## src/rtl/gb_custom_wave_channel_if.sv

```systemverilog
// Channel 3 bundle: control inputs, wave-RAM read port and mixer-facing outputs.
interface gb_custom_wave_channel_if;
  logic        clk_length_ctr;
  logic [7:0]  length;
  logic [1:0]  volume;
  logic        on;
  logic        single;
  logic        start;
  logic [10:0] frequency;
  logic [7:0]  wave_data;
  logic [3:0]  wave_addr;
  logic [3:0]  level;
  logic        enable;

  modport master (
    output clk_length_ctr, length, volume, on, single, start, frequency, wave_data,
    input  wave_addr, level, enable
  );

  modport slave (
    input  clk_length_ctr, length, volume, on, single, start, frequency, wave_data,
    output wave_addr, level, enable
  );
endinterface

```

## src/rtl/gb_custom_wave_channel.sv

```systemverilog
// Game Boy APU channel 3: steps a 32-nibble wave table at 2048-frequency clocks per nibble.
// Optional length timeout is compiled in with GB_CH3_LENGTH_EN.
module gb_custom_wave_channel (
  input logic                     clk,
  input logic                     reset,
  gb_custom_wave_channel_if.slave bus
);
  localparam int unsigned TIMER_W = 11;
  localparam int unsigned POS_W   = 5;
  localparam int unsigned LEN_W   = 9;
  localparam int unsigned NIB_W   = 4;

  logic               start_q;
  logic               enable_q;
  logic [TIMER_W-1:0] timer;
  logic [POS_W-1:0]   pos;
  logic               trigger_c;
  logic               load_c;
  logic               expire_c;
  logic [TIMER_W-1:0] period_c;
  logic [NIB_W-1:0]   nibble_c;
  logic [NIB_W-1:0]   level_c;

  assign trigger_c = bus.start & ~start_q;
  assign load_c    = trigger_c & bus.on;
  // A period of 2048 truncates to 0, so the countdown runs 0,2047..1 and still spans 2048 clocks
  assign period_c  = TIMER_W'(12'd2048 - {1'b0, bus.frequency});

`ifdef GB_CH3_LENGTH_EN
  logic [LEN_W-1:0] len_cnt;

  // Length counter: reload on trigger, count down on each length tick until zero
  always_ff @(posedge clk or negedge reset) begin
    if (!reset) begin
      len_cnt <= '0;
    end else if (load_c) begin
      len_cnt <= LEN_W'(9'd256 - {1'b0, bus.length});
    end else if (bus.clk_length_ctr && (len_cnt != '0)) begin
      len_cnt <= len_cnt - LEN_W'(1);
    end
  end

  assign expire_c = ~load_c & bus.clk_length_ctr & bus.single & (len_cnt == LEN_W'(1));
`else
  assign expire_c = 1'b0;
`endif

  // Trigger edge detect and channel enable; DAC off has highest priority
  always_ff @(posedge clk or negedge reset) begin
    if (!reset) begin
      start_q  <= 1'b0;
      enable_q <= 1'b0;
    end else begin
      start_q <= bus.start;
      if (!bus.on) begin
        enable_q <= 1'b0;
      end else if (trigger_c) begin
        enable_q <= 1'b1;
      end else if (expire_c) begin
        enable_q <= 1'b0;
      end
    end
  end

  // Frequency timer and wave position
  always_ff @(posedge clk or negedge reset) begin
    if (!reset) begin
      timer <= '0;
      pos   <= '0;
    end else if (load_c) begin
      timer <= period_c;
      pos   <= '0;
    end else if (enable_q) begin
      if (timer == TIMER_W'(1)) begin
        timer <= period_c;
        pos   <= pos + POS_W'(1);
      end else begin
        timer <= timer - TIMER_W'(1);
      end
    end
  end

  // Nibble select and volume shift straight from wave RAM
  always_comb begin
    nibble_c = pos[0] ? bus.wave_data[3:0] : bus.wave_data[7:4];
    level_c  = '0;
    if (enable_q) begin
      case (bus.volume)
        2'd0:    level_c = '0;
        2'd1:    level_c = nibble_c;
        2'd2:    level_c = nibble_c >> 1;
        default: level_c = nibble_c >> 2;
      endcase
    end
  end

  assign bus.wave_addr = pos[POS_W-1:1];
  assign bus.level     = level_c;
  assign bus.enable    = enable_q;
endmodule

```

## src/flat_wrapper.sv

```systemverilog
// flat-port wrapper written by rule: the top's interface ports become plain ports
module gb_custom_wave_channel_flat 
  (clk, reset, bus_clk_length_ctr, bus_length, bus_volume, bus_on, bus_single, bus_start, bus_frequency, bus_wave_data, bus_wave_addr, bus_level, bus_enable);
  gb_custom_wave_channel_if bus_i ();
  input logic clk;
  input logic reset;
  input wire logic [$bits(bus_i.clk_length_ctr)-1:0] bus_clk_length_ctr;
  input wire logic [$bits(bus_i.length)-1:0] bus_length;
  input wire logic [$bits(bus_i.volume)-1:0] bus_volume;
  input wire logic [$bits(bus_i.on)-1:0] bus_on;
  input wire logic [$bits(bus_i.single)-1:0] bus_single;
  input wire logic [$bits(bus_i.start)-1:0] bus_start;
  input wire logic [$bits(bus_i.frequency)-1:0] bus_frequency;
  input wire logic [$bits(bus_i.wave_data)-1:0] bus_wave_data;
  output wire logic [$bits(bus_i.wave_addr)-1:0] bus_wave_addr;
  output wire logic [$bits(bus_i.level)-1:0] bus_level;
  output wire logic [$bits(bus_i.enable)-1:0] bus_enable;
  assign bus_i.clk_length_ctr = bus_clk_length_ctr;
  assign bus_i.length = bus_length;
  assign bus_i.volume = bus_volume;
  assign bus_i.on = bus_on;
  assign bus_i.single = bus_single;
  assign bus_i.start = bus_start;
  assign bus_i.frequency = bus_frequency;
  assign bus_i.wave_data = bus_wave_data;
  assign bus_wave_addr = bus_i.wave_addr;
  assign bus_level = bus_i.level;
  assign bus_enable = bus_i.enable;
  gb_custom_wave_channel u_core (.clk(clk), .reset(reset), .bus(bus_i));
endmodule
```

## config.mk

```make
export PLATFORM = sky130hd
export DESIGN_NAME = gb_custom_wave_channel_flat
export DESIGN_NICKNAME = d
export VERILOG_FILES = /design/src/rtl/gb_custom_wave_channel_if.sv /design/src/rtl/gb_custom_wave_channel.sv /design/src/flat_wrapper.sv
export SDC_FILE = /design/constraint.sdc
export NUM_CORES = 1
export LEC_CHECK = 0
export BUFFER_PORTS_ARGS = -buffer_cell sky130_fd_sc_hd__buf_2
export CAP_MARGIN = 20
export CORE_UTILIZATION = 35
export CTS_CLUSTER_SIZE = 25
export DETAILED_ROUTE_END_ITERATION = 7
export HOLD_SLACK_MARGIN = 0.02
export PLACE_DENSITY_LB_ADDON = 0.3
export SLEW_MARGIN = 25
export SYNTH_ARGS = -nofsm -noshare
export SYNTH_HDL_FRONTEND = slang
export SYNTH_SLANG_ARGS = --single-unit
```

## constraint.sdc

```tcl
create_clock -name clk -period 4.3 [get_ports clk]
set_input_delay 0.645 -clock clk [delete_from_list [all_inputs] [get_ports clk]]
set_output_delay 0.645 -clock clk [all_outputs]
set_load 0.1 [all_outputs]
```

==> results.md, run 1 <==
- Final WL: 3337 microns
- LEAKAGE: 0.6670 nW
- Internal power: 329.7 uW
- Overflow after GRT: 0
- Worst-Skew Late Latency: 0.26 ns
- Synthesized area: 1410 sq um
- Clock-pin slew on the worst setup and hold paths: 0.07 ns
- Crit path max fanout: 8
- Post-synthesis sequential area ratio: 31.94%
- Area grow syn2layout: 15.53%
- Switching Fraction: 32.54%
- Detailed-route via count: 1351
- Synth top cells by count: dfrtp_1, nand2_1, nor2_1
- Setup crit end kind: primary output
- Post-route DRC: 0
- Gates resized, CTS repair: 0
- DR WL/cell: 13.79 microns
- Die height: 65.48 microns
- Flop pwr share: 46.1%
- Clock Skew: 0.001487 ns
- Ports: 44
- CTS Sinks: 18
- Routed Antenna Nets: 0
- Worst-Margin Slew: 0.8813 ns
- Largest net degree at the start of global routing: 19
- Dpl hpwl: 2503 microns
- Final hold vios: 0
- Place WS: 1.943 ns
- Crit path max-delay family: multiplexers
- Die Area: 4287 sq um
- Count leader, synth: dfrtp_1
- Worst Path Buf+Inv: 1
- TritonCTS clock tree: built
- Yosys cell types: 48
- Worst Path Required: 3.65 ns
- Post-synth top area cell: dfrtp_1
- Drt initial violations: 64
- Flops & latches, synth: 18
- Final GP Congestion: 0.8830
- Fmax: 0.3974 GHz
- Min cycle time layout: 2.516 ns
- Dominant cells by area after synthesis: dfrtp_1, nand2_1, nor2_1
- Cts hold-fix bufs: 0
- Slowest stage delay, CP: 0.51 ns
- # rows: 22
- Final worst slack: 1.784 ns
- Htree depth: 1
- Final period util: 58.52%
- Logic pwr share: 25.1%
- Diode count: 0
- Core Box Area: 3771 sq um
- Slowest-stage cell, CP: dfrtp_1
- Hold Path Class: in2async
- Max VDD drop: 0.1294 mV
- First-pass GRT wire length: 5471 microns
- YS warnings: 0
- Synthesized instance count: 169
- Die width: 65.48 microns
- Number of synthesized flops with an enable pin: 0
- Initial antenna violation count: 0
- Crit path launch type: flop
- Yosys top cell area share: 31.94%
- Final nets: 234
- Clock share of power: 28.8%
- Vias in the first global route: 1182
- # port buffers: 33
- Mean Syn Cell Area: 8.344 sq um
- Post-synth ARST share: 100.0%
- Post-synth top flop: dfrtp_1
- Setup violators final: 0
- CP Class: reg2out
- # Post-CTS Setup Buffers: 0
- Clock tree buffer depth: 2
- TritonRoute pass-1 iters: 4
- Initial Util: 37.39%
- Critical path, cell by cell: mux2_2, mux2i_1, a2bb2oi_1, nor2_1, buf_2
- Arrival @ worst endpoint: 1.87 ns
- Slew Limit Fails: 0
- Power Density: 300.0 nW/um^2
- Max_cap viols: 0
- Via/cell ratio: 5.583
- Global-route usage over all layers: 16.80%
- Syn Nets: 208
- P_sw: 159.0 uW
- Layout cells sized above 1: 23.71%
- Slew headroom: 40.70%
- Root buffer cell: clkbuf_8
- RSZ-0062 raised after global routing: false
- CTS Buf Count: 3
- Status: finished, final reports clean
- Final setup TNS: 0 ns
-- registers in the layout, indices dropped and copies added, names as in the netlist --
name,count
u_core.bus.enable,1
u_core.start_q,1
u_core.pos,5
u_core.timer,11
-- cell families (layout without fill, tap and decap cells) --
logic type      after synthesis  count (layout)  synth area share (%)
xor+xnor                      8               8                 4.969
flops                        18              18                 31.94
buf+inv                      19              44                 6.212
compound gates               43              43                 21.12
mux                           6               6                 4.525
simple gates                 71              71                 27.69
fa+ha+maj                     4               4                 3.549
-- cells in the final DEF, fill, tap and decap left out, drive strengths merged, types with 2 or more instances in the layout --
cell type	netlist	layout
a21oi	6	6
a22oi	2	2
a2bb2oi	2	2
a31oi	3	3
a32oi	5	5
buf	5	33
clkbuf	7	4
dfrtp	18	18
ha	4	4
inv	7	7
mux2	3	3
mux2i	3	3
nand2	14	14
nand2b	3	3
nand3	6	6
nor2	14	14
nor2b	2	2
nor3	9	9
nor3b	3	3
nor4	3	3
o211ai	2	2
o21a	2	2
o21ai	8	8
o22ai	3	3
o31ai	2	2
or3b	2	2
or4	7	7
xnor2	6	6
xor2	2	2
-- final cells by class --
class,instances,area (sq um)
Sequential cell,18,450.4
Inverter,7,26.28
Clock buffer,4,55.05
Multi-Input combinational cell,132,872.1
Fill cell,390,2142
Timing Repair Buffer,33,165.2
Tap cell,48,60.06
-- power by group through the flow --
stage	combinational (mW)	sequential (mW)	clock, mW
after global routing	0.138	0.230	0.154
after global placement	0.122	0.227	0
after CTS	0.123	0.225	0.145
after detailed placement	0.123	0.227	0
after floorplan	0.0907	0.219	0
final	0.122	0.226	0.141
-- metal layers --
layer  global-route usage (%)  share of wire [%]
met1                    22.41                 49
met2                    27.45                 47
met3                    2.604                3.2
met4                    5.707               0.99
met5                        0                  0
-- path summary, 6_finish.rpt --
check | startpoint | endpoint | slack (ns) | cells past startpoint
min in group clk | bus_start | u_core.start_q | 0.52 | 1
worst max-delay path | u_core.pos[0] | bus_level[0] | 1.78 | 5
worst max register to register | u_core.bus.enable | u_core.pos[3] | 1.92 | 4
worst min-delay path | reset | u_core.pos[0] | 0.32 | 1
max in group asynchronous | reset | u_core.timer[6] | 3.68 | 1
worst min register to register | u_core.timer[0] | u_core.timer[0] | 0.56 | 1
-- metrics by stage --
stage	area, sq um	utilization [%]	total power [mW]	hold WS [ns]	std cells
after floorplan	1410	-	0.3095	0.3494	169
after global placement	1574	41.74	0.3495	0.5290	238
after detailed placement	1574	41.74	0.3502	0.5465	238
after CTS	1629	43.20	0.4921	0.3314	242
after global routing	1629	43.20	0.5220	0.3423	242
final	1629	43.20	0.4887	0.3200	242
(Power assumes the default switching activity.)
==> run 2, diff against run 1 <==
==> constraint.sdc (replaced) <==
create_clock -name clk -period 2.15 [get_ports clk]
set_input_delay 0.3225 -clock clk [delete_from_list [all_inputs] [get_ports clk]]
set_output_delay 0.3225 -clock clk [all_outputs]
set_load 0.1 [all_outputs]
==> run 2 against run 1 <==
Effect of this change:
- die area did not move
- critical path depth down 1
- cell count increased by 8.7%
- critical path type is now reg2reg
==> results.md, run 2 (same netlist as run 1, synthesis figures left out) <==
- Status: finished, final reports clean
- Most flop-heavy register: u_core.timer
- Clock-pin slew on the worst setup and hold paths: 0.08 ns
- Arrival @ worst endpoint: 2.31 ns
- Crit path launch type: flop
- CTS Sinks: 18
- Worst Path Required: 2.34 ns
- Overflow after GRT: 0
- P_sw: 351.2 uW
- Die width: 65.48 microns
- First-pass GRT wire length: 6003 microns
- Number of flip-flops under the largest register name: 11
- Cells on worst reg2reg path: 4
- Final GP Congestion: 0.8788
- Place WS: 0.01862 ns
- WHS Path Cells: 1
- Global-route usage over all layers: 18.24%
- Max VDD drop: 0.2672 mV
- TritonRoute pass-1 iters: 4
- Final WL: 3630 microns
- Final period util: 98.69%
- Layout cells sized above 1: 35.35%
- Core Box Area: 3771 sq um
- Diode count: 0
- # rows: 22
- Hold Path Class: in2reg
- Power Density: 575.9 nW/um^2
- Root buffer cell: clkbuf_8
- Final hold vios: 0
- Setup violators final: 0
- Internal power: 707.3 uW
- Most frequent cells in the layout: buf_2, buf_4, dfrtp_1, nand2_1, nor2_1
- Switching Fraction: 33.18%
- Htree depth: 1
- Drt initial violations: 49
- Final worst slack: 0.02826 ns
- Clock tree buffer depth: 2
- Post-Route Utilization: 48.74%
- # port buffers: 33
- Vias in the first global route: 1332
- Die height: 65.48 microns
- Fin Hold WS: 0.1839 ns
- Dpl hpwl: 2782 microns
- Initial Util: 37.39%
- Die Area: 4287 sq um
- Logic pwr share: 32.0%
- Ports: 44
- Min cycle time layout: 2.122 ns
- Largest net degree at the start of global routing: 19
- Detailed-route via count: 1427
- Setup crit end kind: flop
- Commonest non-fill, non-tap cell in the layout: buf_2
- Flop pwr share: 40.7%
- CTS Buf Count: 3
- Routed Antenna Nets: 0
- CP Class: reg2reg
- Clock share of power: 27.3%
- Slew headroom: 63.44%
- Worst-Margin Slew: 0.5484 ns
- Slew Limit Fails: 0
- Worst-Skew Late Latency: 0.26 ns
- Clock Skew: 0.004477 ns
- Max_cap viols: 0
- Final nets: 255
- Fmax: 0.4713 GHz
- DR WL/cell: 13.80 microns
- Biggest regs: u_core.timer x11, u_core.pos x5
- LEAKAGE: 0.7684 nW
- Post-route DRC: 0
- TritonCTS clock tree: built
- Initial antenna violation count: 0
- Area grow syn2layout: 30.35%
- Crit path max fanout: 5
- Via/cell ratio: 5.426
==> run 2: repair_timing <==
action,CTS,global route
gates resized for setup,0,8
hold endpoints to repair,18,0
hold buffers,1,0
endpoints found under the setup margin,0,3
setup buffers,0,3
==> run 2: worst paths after layout <==
kind / from / end / slack (ns)
max: u_core.timer[5] / u_core.pos[4] / 0.03
max reg2reg: u_core.timer[5] / u_core.pos[4] / 0.03
min in group asynchronous: reset / u_core.start_q / 0.53
min: bus_start / u_core.start_q / 0.18
min reg2reg: u_core.pos[1] / u_core.pos[1] / 0.56
max in group asynchronous: reset / u_core.bus.enable / 1.27
==> run 2: per-stage QoR <==
stage	cells	total power [mW]	TNS, ns	area [sq um]
6_report	263	1.059	0	1838
5_1_grt	263	1.120	-0.02824	1838
4_1_cts	260	1.045	0	1794
3_5_place_dp	255	0.7561	0	1729
3_3_place_gp	255	0.7528	0	1729
2_1_floorplan	169	0.6258	-0.4152	1438
==> run 2: critical path, stage by stage (launching register included) <==
cell     delay [ns]
dfrtp_1        0.43
or4b_4         0.53
or4_4          0.52
or4_4          0.49
o21ai_2        0.07
==> run 2: cell type report <==
class,instances,area (sq um)
Timing Repair Buffer,54,327.8
Clock buffer,4,55.05
Tap cell,48,60.06
Inverter,7,26.28
Fill cell,366,1933
Multi-Input combinational cell,132,914.6
Sequential cell,18,454.2
==> run 2: per-layer routing <==
layer / routed length [microns] / global-route usage (%)
met5: 0 / 0
met4: 41 / 6.522
met3: 138 / 2.257
met2: 1659 / 30.67
met1: 1791 / 23.75
==> run 2: power groups by stage <==
stage                     clock, mW  sequential [mW]  combinational (mW)
after global routing          0.310            0.436               0.373
after global placement            0            0.432               0.320
after floorplan                   0            0.439               0.187
after detailed placement          0            0.433               0.323
after CTS                     0.294            0.427               0.325
final                         0.289            0.431               0.339
==> run 3, diff against run 2 <==
--- a/config.mk
+++ b/config.mk
@@ -7,7 +7,7 @@
 export LEC_CHECK = 0
 export BUFFER_PORTS_ARGS = -buffer_cell sky130_fd_sc_hd__buf_2
 export CAP_MARGIN = 20
-export CORE_UTILIZATION = 35
+export CORE_UTILIZATION = 46
 export CTS_CLUSTER_SIZE = 25
 export DETAILED_ROUTE_END_ITERATION = 7
 export HOLD_SLACK_MARGIN = 0.02
==> constraint.sdc (replaced) <==
create_clock -name clk -period 2.15 [get_ports clk]
set_input_delay 0.215 -clock clk [delete_from_list [all_inputs] [get_ports clk]]
set_output_delay 0.215 -clock clk [all_outputs]
set_load 0.1 [all_outputs]
==> run 3 against run 2 <==
Effect of this change:
- the flow now finishes with violations (design-rule violations)
- wire length rose by 0.39%
- final area fell by 7.5%
- global-route usage rose by 5.1 points
- flip-flop and latch count did not move
- critical endpoint is now u_core.pos[3]
==> results.md, run 3 (same netlist as run 1, synthesis figures left out) <==
- Vias in the first global route: 1403
- Fmax: 0.4763 GHz
- Final hold vios: 0
- # port buffers: 33
- Htree depth: 1
- Max_cap viols: 0
- Post-route DRC: 1
- Final period util: 97.65%
- Final GP Congestion: 0.8793
- Clock Skew: 0.01897 ns
- Clock tree buffer depth: 2
- RSZ-0062 raised after global routing: false
- Power Density: 547.6 nW/um^2
- Slowest-stage cell, CP: or4_4
- Via/cell ratio: 6.055
- Die height: 57.37 microns
- Dpl hpwl: 2761 microns
- Power Total: 931.1 uW
- Crit path max fanout: 4
- Failing checks: design-rule violations
- LEAKAGE: 0.7074 nW
- Global-route usage over all layers: 23.36%
- Logic pwr share: 32.6%
- First-pass GRT wire length: 5982 microns
- Initial antenna violation count: 0
- Largest net degree at the start of global routing: 19
- Final WL: 3644 microns
- TritonCTS clock tree: built
- Root buffer cell: clkbuf_4
- Arrival @ worst endpoint: 2.33 ns
- Diode count: 0
- Commonest non-fill, non-tap cell in the layout: buf_2
- Die width: 57.37 microns
- Slowest stage delay, CP: 0.56 ns
- TritonRoute pass-1 iters: 7
- Hold Path Class: in2reg
- Area grow syn2layout: 20.59%
- Crit path launch type: flop
- CTS Sinks: 18
- Ports: 44
- Status: finished, violations left
- Worst path most repeated cell: or4_4
- CTS Buf Count: 3
- Worst Path Required: 2.38 ns
- Number of flip-flops under the largest register name: 11
- Min cycle time layout: 2.099 ns
- CP Class: reg2reg
- Setup violators final: 0
- Slew headroom: 51.37%
- Multi-input gate area: 900.9 sq um
- Routed Antenna Nets: 0
- DR WL/cell: 15.44 microns
- Layout cells sized above 1: 31.71%
- Worst-Skew Late Latency: 0.32 ns
- R2R Setup Slk: 0.05 ns
- Crit path max-delay family: simple AND/OR/NAND/NOR gates
- Core Box Area: 2829 sq um
- Worst-Margin Slew: 0.7272 ns
- Overflow after GRT: 0
- Fin Hold WS: 0.02424 ns
- Non-Filler Instances: 236
- Detailed-route via count: 1429
- Setup crit end kind: flop
- Slew Limit Fails: 0
- Total area of sequential cells: 455.4 sq um
- Switching Fraction: 36.00%
- # rows: 19
- Max VDD drop: 0.3498 mV
- Initial Util: 49.85%
- Final setup TNS: 0 ns
- Worst Path Buf+Inv: 0
- Most frequent cells in the layout: buf_2, dfrtp_1, nand2_1, nor2_1, buf_4
- Critical path, cell by cell: or4_4, or4_4, or4_4, o21ai_1
- Drt initial violations: 48
- Die Area: 3291 sq um
- Clock share of power: 20.4%
- Fillers: 248
- Biggest regs: u_core.timer x11, u_core.pos x5
- Post-Route Utilization: 60.11%
- DP Cell Count: 229
- Clock-pin slew on the worst setup and hold paths: 0.12 ns
- Final nets: 245
- Internal power: 595.9 uW
- Flop pwr share: 47.0%
- Most flop-heavy register: u_core.timer
- P_sw: 335.2 uW
## run 3: changes by cell type in the layout (fill, tap and decap cells not counted), sizes merged
cell  before  now
buf       52   42
## run 3: routing by layer
metal  vias up  wire (microns)  global-route usage (%)  part of all wire [%]
li1        704               -                       -                     -
met1       669            1472                   28.14                    40
met2        49            1889                   42.03                    52
met3         7             208                   1.587                   5.7
met4         0              72                   11.15                   2.0
met5         -               0                       0                     0
## run 3: power groups by stage
stage / registers (mW) / clock network, mW / logic (mW)
after global placement: 0.438 / 0 / 0.272
after CTS: 0.437 / 0.189 / 0.287
after detailed placement: 0.442 / 0 / 0.284
after floorplan: 0.439 / 0 / 0.185
after global routing: 0.444 / 0.200 / 0.332
final: 0.438 / 0.190 / 0.303
## run 3: final timing paths
check | depth (start not counted) | to | startpoint
worst min-delay path | 1 | u_core.start_q | bus_start
worst min register to register | 2 | u_core.pos[4] | u_core.pos[4]
worst max register to register | 4 | u_core.pos[3] | u_core.timer[8]
min in group asynchronous | 2 | u_core.pos[1] | reset
max in group asynchronous | 2 | u_core.bus.enable | reset
worst max-delay path | 4 | u_core.pos[3] | u_core.timer[8]
## run 3: per-stage QoR
step | cell area (sq um) | setup WS, ns
finish | 1700 | 0.05055
floorplan | 1429 | -0.1013
detailed placement | 1632 | 0.03367
CTS | 1669 | 0.01221
global route | 1700 | 0.0008968
global placement | 1632 | 0.06504
## run 3: layout make-up
type,count,area share (%)
clock buffers,4,1.545
repair buffers,44,14.86
flip-flops and latches,18,26.78
inverters,7,1.545
well taps,31,2.281
multi-input cells,132,52.98
## run 3: what timing repair did
item,in CTS,in global routing
resized for setup,1,5
endpoints found under the setup margin,1,5
hold buffers,1,0
buffers inserted,0,2
hold endpoints to repair,18,0
